--- src/rtl/spi_reg_access_ctrl_if.sv ---
// Byte-stream (SPI slave side) and register-file signals of spi_reg_access_ctrl.
// master: the controller; slave: the SPI slave / register file environment.
interface spi_reg_access_ctrl_if #(
    parameter int ADDR_W = 6,
    parameter int DATA_W = 8
);
    logic [7:0]        rx_data;
    logic              rx_valid;
    logic [7:0]        tx_data;
    logic              tx_ready;
    logic [ADDR_W-1:0] reg_addr;
    logic [DATA_W-1:0] reg_wdata;
    logic              reg_we;
    logic [DATA_W-1:0] reg_rdata;

    modport master (
        input  rx_data, rx_valid, reg_rdata,
        output tx_data, tx_ready, reg_addr, reg_wdata, reg_we
    );

    modport slave (
        output rx_data, rx_valid, reg_rdata,
        input  tx_data, tx_ready, reg_addr, reg_wdata, reg_we
    );
endinterface

--- src/rtl/spi_reg_access_ctrl.sv ---
// SPI byte-stream to register-file access controller with burst, wrap and access protection.
// Optional idle timeout enabled by defining SPI_RAC_TIMEOUT_EN (adds parameter TIMEOUT_CYC).
module spi_reg_access_ctrl #(
    parameter int NREG_WR = 41,
    parameter int NREG_RD = 6,
    parameter int ADDR_W  = 6,
    parameter int DATA_W  = 8
`ifdef SPI_RAC_TIMEOUT_EN
    ,
    parameter int TIMEOUT_CYC = 4096
`endif
) (
    input  logic                  clk,
    input  logic                  rst,
    spi_reg_access_ctrl_if.master bus,
    output logic                  busy,
    output logic                  err,
    input  logic                  err_clr
);

    localparam int unsigned BPW       = DATA_W / 8;
    localparam int unsigned NWR       = NREG_WR;
    localparam int unsigned NREG      = NREG_WR + NREG_RD;
    localparam logic [1:0]  LAST_BYTE = 2'(BPW - 1);

    typedef enum logic [2:0] {IDLE, LEN, WDATA, RFETCH, RDATA} state_t;

    state_t            state_q, state_d;
    logic              write_q, write_d;
    logic [ADDR_W-1:0] addr_q, addr_d;
    logic [8:0]        rem_q, rem_d;
    logic [1:0]        bcnt_q, bcnt_d;
    logic [DATA_W-1:0] wdata_q, wdata_d;
    logic [DATA_W-1:0] shreg_q, shreg_d;
    logic [7:0]        txd_q, txd_d;
    logic              txr_q, txr_d;
    logic              we_q, we_d;
    logic              wpend_q, wpend_d;
    logic              err_q, err_d;
    logic              err_set;
    logic [DATA_W-1:0] shifted;
    logic [ADDR_W-1:0] addr_inc;
    logic [ADDR_W-1:0] wr_addr;
    logic              writable;
    logic              readable;
    logic              last_word_pending;

`ifdef SPI_RAC_TIMEOUT_EN
    localparam int TMO_W = $clog2(TIMEOUT_CYC + 1);
    logic [TMO_W-1:0] tmo_q, tmo_d;
`endif

    always_comb begin
        state_d  = state_q;
        write_d  = write_q;
        addr_d   = addr_q;
        rem_d    = rem_q;
        bcnt_d   = bcnt_q;
        wdata_d  = wdata_q;
        shreg_d  = shreg_q;
        txd_d    = txd_q;
        txr_d    = 1'b0;
        we_d     = 1'b0;
        wpend_d  = 1'b0;
        err_set  = 1'b0;

        shifted  = shreg_q << 8;
        addr_inc = (32'(addr_q) == NREG - 1) ? '0 : addr_q + ADDR_W'(1);
        // A word completing in the strobe cycle of its predecessor lands on the next address
        wr_addr  = wpend_q ? addr_inc : addr_q;
        writable = (32'(wr_addr) < NWR);
        readable = (32'(addr_q) < NREG);
        last_word_pending = wpend_q && (rem_q == 9'd1);

        unique case (state_q)
            IDLE: begin
                if (bus.rx_valid) begin
                    write_d = bus.rx_data[7];
                    addr_d  = bus.rx_data[ADDR_W-1:0];
                    rem_d   = 9'd1;
                    bcnt_d  = '0;
                    if (bus.rx_data[6])      state_d = LEN;
                    else if (bus.rx_data[7]) state_d = WDATA;
                    else                     state_d = RFETCH;
                end
            end
            LEN: begin
                if (bus.rx_valid) begin
                    rem_d   = {1'b0, bus.rx_data} + 9'd1;
                    state_d = write_q ? WDATA : RFETCH;
                end
            end
            WDATA: begin
                if (wpend_q) begin
                    addr_d = addr_inc;
                    rem_d  = rem_q - 9'd1;
                    if (rem_q == 9'd1) state_d = IDLE;
                end
                if (bus.rx_valid && !last_word_pending) begin
                    wdata_d = (wdata_q << 8) | DATA_W'(bus.rx_data);
                    if (bcnt_q == LAST_BYTE) begin
                        bcnt_d  = '0;
                        wpend_d = 1'b1;
                        we_d    = writable;
                        err_set = !writable;
                    end else begin
                        bcnt_d = bcnt_q + 2'd1;
                    end
                end
            end
            RFETCH: begin
                if (readable) begin
                    shreg_d = bus.reg_rdata;
                    txd_d   = bus.reg_rdata[DATA_W-1 -: 8];
                end else begin
                    shreg_d = '0;
                    txd_d   = '0;
                    err_set = 1'b1;
                end
                txr_d   = 1'b1;
                bcnt_d  = '0;
                state_d = RDATA;
            end
            RDATA: begin
                if (bus.rx_valid) begin
                    if (bcnt_q != LAST_BYTE) begin
                        bcnt_d  = bcnt_q + 2'd1;
                        shreg_d = shifted;
                        txd_d   = shifted[DATA_W-1 -: 8];
                        txr_d   = 1'b1;
                    end else if (rem_q != 9'd1) begin
                        rem_d   = rem_q - 9'd1;
                        addr_d  = addr_inc;
                        state_d = RFETCH;
                    end else begin
                        state_d = IDLE;
                    end
                end
            end
            default: state_d = IDLE;
        endcase

`ifdef SPI_RAC_TIMEOUT_EN
        if (state_q == IDLE || bus.rx_valid) tmo_d = '0;
        else                                 tmo_d = tmo_q + TMO_W'(1);
        // Abandon the transaction; a partially assembled or pending word is dropped
        if (state_q != IDLE && tmo_q == TMO_W'(TIMEOUT_CYC)) begin
            state_d = IDLE;
            we_d    = 1'b0;
            wpend_d = 1'b0;
            txr_d   = 1'b0;
            wdata_d = '0;
            bcnt_d  = '0;
            tmo_d   = '0;
            err_set = 1'b1;
        end
`endif

        if (err_set)      err_d = 1'b1;
        else if (err_clr) err_d = 1'b0;
        else              err_d = err_q;
    end

    always_ff @(posedge clk) begin
        if (rst) begin
            state_q <= IDLE;
            write_q <= 1'b0;
            addr_q  <= '0;
            rem_q   <= '0;
            bcnt_q  <= '0;
            wdata_q <= '0;
            shreg_q <= '0;
            txd_q   <= '0;
            txr_q   <= 1'b0;
            we_q    <= 1'b0;
            wpend_q <= 1'b0;
            err_q   <= 1'b0;
`ifdef SPI_RAC_TIMEOUT_EN
            tmo_q   <= '0;
`endif
        end else begin
            state_q <= state_d;
            write_q <= write_d;
            addr_q  <= addr_d;
            rem_q   <= rem_d;
            bcnt_q  <= bcnt_d;
            wdata_q <= wdata_d;
            shreg_q <= shreg_d;
            txd_q   <= txd_d;
            txr_q   <= txr_d;
            we_q    <= we_d;
            wpend_q <= wpend_d;
            err_q   <= err_d;
`ifdef SPI_RAC_TIMEOUT_EN
            tmo_q   <= tmo_d;
`endif
        end
    end

    assign bus.tx_data   = txd_q;
    assign bus.tx_ready  = txr_q;
    assign bus.reg_addr  = addr_q;
    assign bus.reg_wdata = wdata_q;
    assign bus.reg_we    = we_q;
    assign busy          = (state_q != IDLE);
    assign err           = err_q;

endmodule
--- src/flat_wrapper.sv ---
// flat-port wrapper written by rule: the top's interface ports become plain ports
module spi_reg_access_ctrl_flat 
#(
    parameter int NREG_WR = 41,
    parameter int NREG_RD = 6,
    parameter int ADDR_W  = 6,
    parameter int DATA_W  = 8

)
  (clk, rst, busy, err, err_clr, bus_rx_data, bus_rx_valid, bus_reg_rdata, bus_tx_data, bus_tx_ready, bus_reg_addr, bus_reg_wdata, bus_reg_we);
  spi_reg_access_ctrl_if #(.ADDR_W(ADDR_W), .DATA_W(DATA_W)) bus_i ();
  input  logic clk;
  input  logic rst;
  output logic busy;
  output logic err;
  input  logic err_clr;
  input wire logic [$bits(bus_i.rx_data)-1:0] bus_rx_data;
  input wire logic [$bits(bus_i.rx_valid)-1:0] bus_rx_valid;
  input wire logic [$bits(bus_i.reg_rdata)-1:0] bus_reg_rdata;
  output wire logic [$bits(bus_i.tx_data)-1:0] bus_tx_data;
  output wire logic [$bits(bus_i.tx_ready)-1:0] bus_tx_ready;
  output wire logic [$bits(bus_i.reg_addr)-1:0] bus_reg_addr;
  output wire logic [$bits(bus_i.reg_wdata)-1:0] bus_reg_wdata;
  output wire logic [$bits(bus_i.reg_we)-1:0] bus_reg_we;
  assign bus_i.rx_data = bus_rx_data;
  assign bus_i.rx_valid = bus_rx_valid;
  assign bus_i.reg_rdata = bus_reg_rdata;
  assign bus_tx_data = bus_i.tx_data;
  assign bus_tx_ready = bus_i.tx_ready;
  assign bus_reg_addr = bus_i.reg_addr;
  assign bus_reg_wdata = bus_i.reg_wdata;
  assign bus_reg_we = bus_i.reg_we;
  spi_reg_access_ctrl #(.NREG_WR(NREG_WR), .NREG_RD(NREG_RD), .ADDR_W(ADDR_W), .DATA_W(DATA_W)) u_core (.clk(clk), .rst(rst), .bus(bus_i), .busy(busy), .err(err), .err_clr(err_clr));
endmodule
--- config.mk ---
export PLATFORM = sky130hd
export DESIGN_NAME = spi_reg_access_ctrl_flat
export DESIGN_NICKNAME = d
export VERILOG_FILES = /design/src/rtl/spi_reg_access_ctrl_if.sv /design/src/rtl/spi_reg_access_ctrl.sv /design/src/flat_wrapper.sv
export SDC_FILE = /design/constraint.sdc
export NUM_CORES = 1
export LEC_CHECK = 0
export BUFFER_PORTS_ARGS = -buffer_cell sky130_fd_sc_hd__buf_2
export CORE_UTILIZATION = 35
export CTS_BUF_LIST = sky130_fd_sc_hd__clkbuf_4 sky130_fd_sc_hd__clkbuf_8
export DETAILED_ROUTE_END_ITERATION = 16
export GPL_TIMING_DRIVEN = 0
export PLACE_DENSITY = 0.56
export SYNTH_ARGS = -nofsm -noshare
export SYNTH_HDL_FRONTEND = slang
export SYNTH_SLANG_ARGS = --single-unit
--- constraint.sdc ---
create_clock -name clk -period 1.9 [get_ports clk]
set_input_delay 0.19 -clock clk [delete_from_list [all_inputs] [get_ports clk]]
set_output_delay 0.19 -clock clk [all_outputs]
set_load 0.05 [all_outputs]
==> summary.md <==
| Metric | Value |
|---|---|
| Status | `finished clean` |
| Total of max-cap violations | `0` |
| Clock buffer depth | `2` |
| Die ar. | `~0.0074 mm²` |
| Net Sw Frac | `between 40% and 50%` |
| Ports | `46` |
| DIE WIDTH | `between 80 and 90 µm` |
| P per Cell Area | `854 mW/mm²` |
| Final setup vio count | `0` |
| Share of cells above drive strength 1 | `around 25%` |
| Fmax | `532 MHz` |
| Worst vdd ir | `~0.34 mV` |
| DRT iter0 DRCs | `~130` |
| First-pass GRT wire length | `between 10000 and 15000 µm` |
| Inserted Clock Buffers | `5` |
| Ant. Diodes | `0` |
| Max_slew headroom | `61.9%` |
| Net Count, Synth | `344` |
| Sequential fraction of the synthesis area | `around 33%` |
| TritonCTS clock tree | `done` |
| Cell variety after synth | `53` |
| Post-synth EDFFs | `0` |
| Final WL | `roughly 7300 µm` |
| Cells after synthesis | `approximately 320` |
| Via density | `between 5 and 6` |
| Setup repair after global routing missed its margin | `true` |
| Clk pwr share | `roughly a quarter` |
| Largest net degree at the start of global routing | `14` |
| Worst endpoint required time | `between 2000 and 2500 ps` |
| Reg2reg setup slack | `between 20 and 25 ps` |
| Mapped cell area | `around 0.0025 mm²` |
| Clock skew | `between 6 and 7 ps` |
| Worst min path class | `in2reg` |
| FF-to-FF path depth | `6` |
| Finished Cell Area | `~0.003 mm²` |
| Reg-to-Reg Start | `u_core.rem_q[4]` |
| Global-route usage over all layers | `a little over 20%` |
| Clk sinks | `41` |
| Die height | `roughly 86 µm` |
| Part of the power in combinational logic | `37.2%` |
| DP Area | `between 0.002 and 0.003 mm²` |
| CP Launch Type | `register` |
| Clk pin slew, worst setup/hold paths | `approximately 90 ps` |
| Detailed Place HPWL | `between 5000 and 6000 µm` |
| Area growth, synth to finish | `22.6%` |
| Starting Density | `a little over a third` |
| Pint | `approximately 1.5 mW` |
| Remaining Overflow, GRT | `0` |
| Port Buffers | `42` |
| Synthesized area per cell | `around 8 µm²` |
| Main synth FF type | `dfxtp_1` |
| Async SR Flop Fraction | `0%` |
| FP Rows | `30` |
| Slew @ Worst Pin | `roughly 570 ps` |
| Lkg Pwr | `1.16 nW` |
| Final total power | `2.58 mW` |
| Final min period | `about 1900 ps` |
| Max Slew Vio Count | `0` |
| Arr. time, crit path | `approximately 2100 ps` |
| Critical path capture point type | `register` |
| #FFs+latches synth | `around 40` |
| Via count | `about 2600` |
| Avg WL per Cell | `approximately 16 µm` |
| Hold worst-path end | `u_core.bus.tx_data[4]` |
| CTS root buf | `clkbuf_8` |
| Fin crit share | `98.9%` |
| Hold Crit Depth | `3` |
| Drt first pass iters | `4` |
| Psw | `approximately 1.0 mW` |
| Final hold vios | `0` |
| DRC | `0` |
| H-tree depth | `2` |
| GPL Wtd Cong | `0.817` |
| Post-DRT Antenna Nets | `0` |
| Hold path startpoint | `bus_reg_rdata[4]` |
| CP Class | `reg2reg` |
| CTS hold repair buffers | `0` |
| Antenna violations before repair | `0` |
| Flop pwr share | `~39%` |
| Core area | `approximately 0.0068 mm²` |
| Reg2reg end | `u_core.err` |
| Nets | `395` |
| Vias in the first global route | `2318` |
| Clk Latency, worst-skew pair | `around 300 ps` |
| Crit path launch | `u_core.rem_q[4]` |
| Synthesis Warnings | `0` |
| Worst-path fanout max | `9` |
## stage by stage
stage                     hold WS, ps  worst slack (ps)  util [%]  setup TNS (ps)  std cells
after global routing              144             -22.6      44.5           -22.6        465
final                             139              20.8      44.5               0        465
after global placement            436              -268      41.2           -4940        455
after detailed placement          451              -258      41.2           -4380        455
after floorplan                   337              12.5         -               0        317
after CTS                         128              6.14      43.4               0        466
## state kept, by name, summed over array words and instances (netlist names)
signal and cells:
u_core.write_q 1, u_core.bus.tx_ready 1, u_core.state_q 3, u_core.bus.reg_wdata 8
u_core.wpend_q 1, u_core.rem_q 9, u_core.bus.reg_addr 6, u_core.err 1
u_core.bus.reg_we 1, u_core.bcnt_q 2, u_core.bus.tx_data 8
## cells in the mapped netlist, types with 2 or more instances
cell      instances  area [µm²]
a211oi_1          7        52.6
nand3b_1          4        30.0
and2_1            4        25.0
a311oi_1          2        17.5
o21ai_0          23         115
nand3_1           7        35.0
a22oi_1           9        67.6
a21o_1            4        30.0
nor2_1           38         143
inv_1            14        52.6
xnor2_1           5        43.8
nand4_1           5        31.3
nand2b_1         10        62.6
a32oi_1           5        43.8
o22ai_1           2        12.5
or2_2             2        12.5
mux2i_1           8        80.1
ha_1              7        87.6
a31oi_1           2        12.5
nor2b_1           3        18.8
a221o_1           2        20.0
o32ai_1           4        35.0
xor2_1            2        17.5
and3_1            3        18.8
nor3_1           10        50.1
nand2_1          25        93.8
dfxtp_1          41         821
a21oi_1          25         125
a221oi_1          4        35.0
clkbuf_1         17        63.8
## power groups by stage
| stage | logic [mW] | clock network, mW | registers [mW] |
|---|---|---|---|
| 3_3_place_gp | 0.875 | 0 | 1.01 |
| 4_1_cts | 0.918 | 0.628 | 0.999 |
| 2_1_floorplan | 0.538 | 0 | 1.13 |
| 3_5_place_dp | 0.879 | 0 | 1.01 |
| 5_1_grt | 1.04 | 0.660 | 1.02 |
| 6_report | 0.960 | 0.609 | 1.01 |
## critical path: stages (launching register included)
cell and delay [ps]:
dfxtp_1 350, nor4_4 520, a31oi_4 160, and2_4 190, buf_6 140, and3_4 190, a32o_1 230
## layout by cell type (no fill, tap or decap), drive strengths merged, types with 2 or more instances in the layout
cell,netlist,routed
buf,4,51
dfxtp,41,41
nor2,38,38
nand2,25,25
a21oi,25,25
o21ai,24,24
clkbuf,17,20
inv,14,14
nand2b,10,10
nor3,10,10
a22oi,9,9
mux2i,8,8
a211oi,7,7
nand3,7,7
ha,7,7
xnor2,5,5
nand4,5,5
a32oi,5,5
and2,5,5
nand3b,4,4
a21o,4,4
a221oi,4,4
o32ai,4,4
and3,4,4
nor2b,3,3
a311oi,2,2
a221o,2,2
o22ai,2,2
xor2,2,2
or2,2,2
clkinvlp,0,2
nor4,2,2
a31oi,2,2
a21boi,2,2
## worst max path at each step
stage	cells past startpoint	endpoint	slack, ps
finish	6	u_core.err	20
global route	9	u_core.err	-20
floorplan	8	u_core.bus.tx_data[0]	10
CTS	7	u_core.bus.reg_addr[4]	6
global placement	6	u_core.rem_q[7]	-270
detailed placement	6	u_core.rem_q[7]	-260
## layout make-up
class	instances	area, µm²
Buffer	18	88.8
Multi-Input combinational cell	241	1590
Fill cell	705	3770
Timing Repair Buffer	47	248
Sequential cell	41	831
Clock buffer	6	76.3
Clock inverter	2	15.0
Inverter	14	52.6
Tap cell	96	120
## cell families (layout without fill, tap and decap cells)
kind of cell             after synthesis  count (layout)  synth area share [%]
AND/OR/NAND/NOR                      120             120                  24.9
AO/OA/AOI/OAI                         98              98                  26.2
flip-flops                            41              41                  33.3
buffers and inverters                 35              87                  5.84
multiplexers                           9               9                  3.71
adder cells (fa/ha/maj)                7               7                  3.55
XOR/XNOR                               7               7                  2.49
## timing repair
action,CTS,global route
setup endpoints to repair,36,34
resized for setup,13,24
pin swaps,2,4
setup buffers,4,1
## layer usage
metal,up-vias,share of wire (%),track usage [%]
li1,1252,-,-
met1,1205,47,27.8
met2,84,45,32.1
met3,13,5.9,4.23
met4,0,2.0,6.21
met5,-,0,0
(Power assumes the default switching activity.)
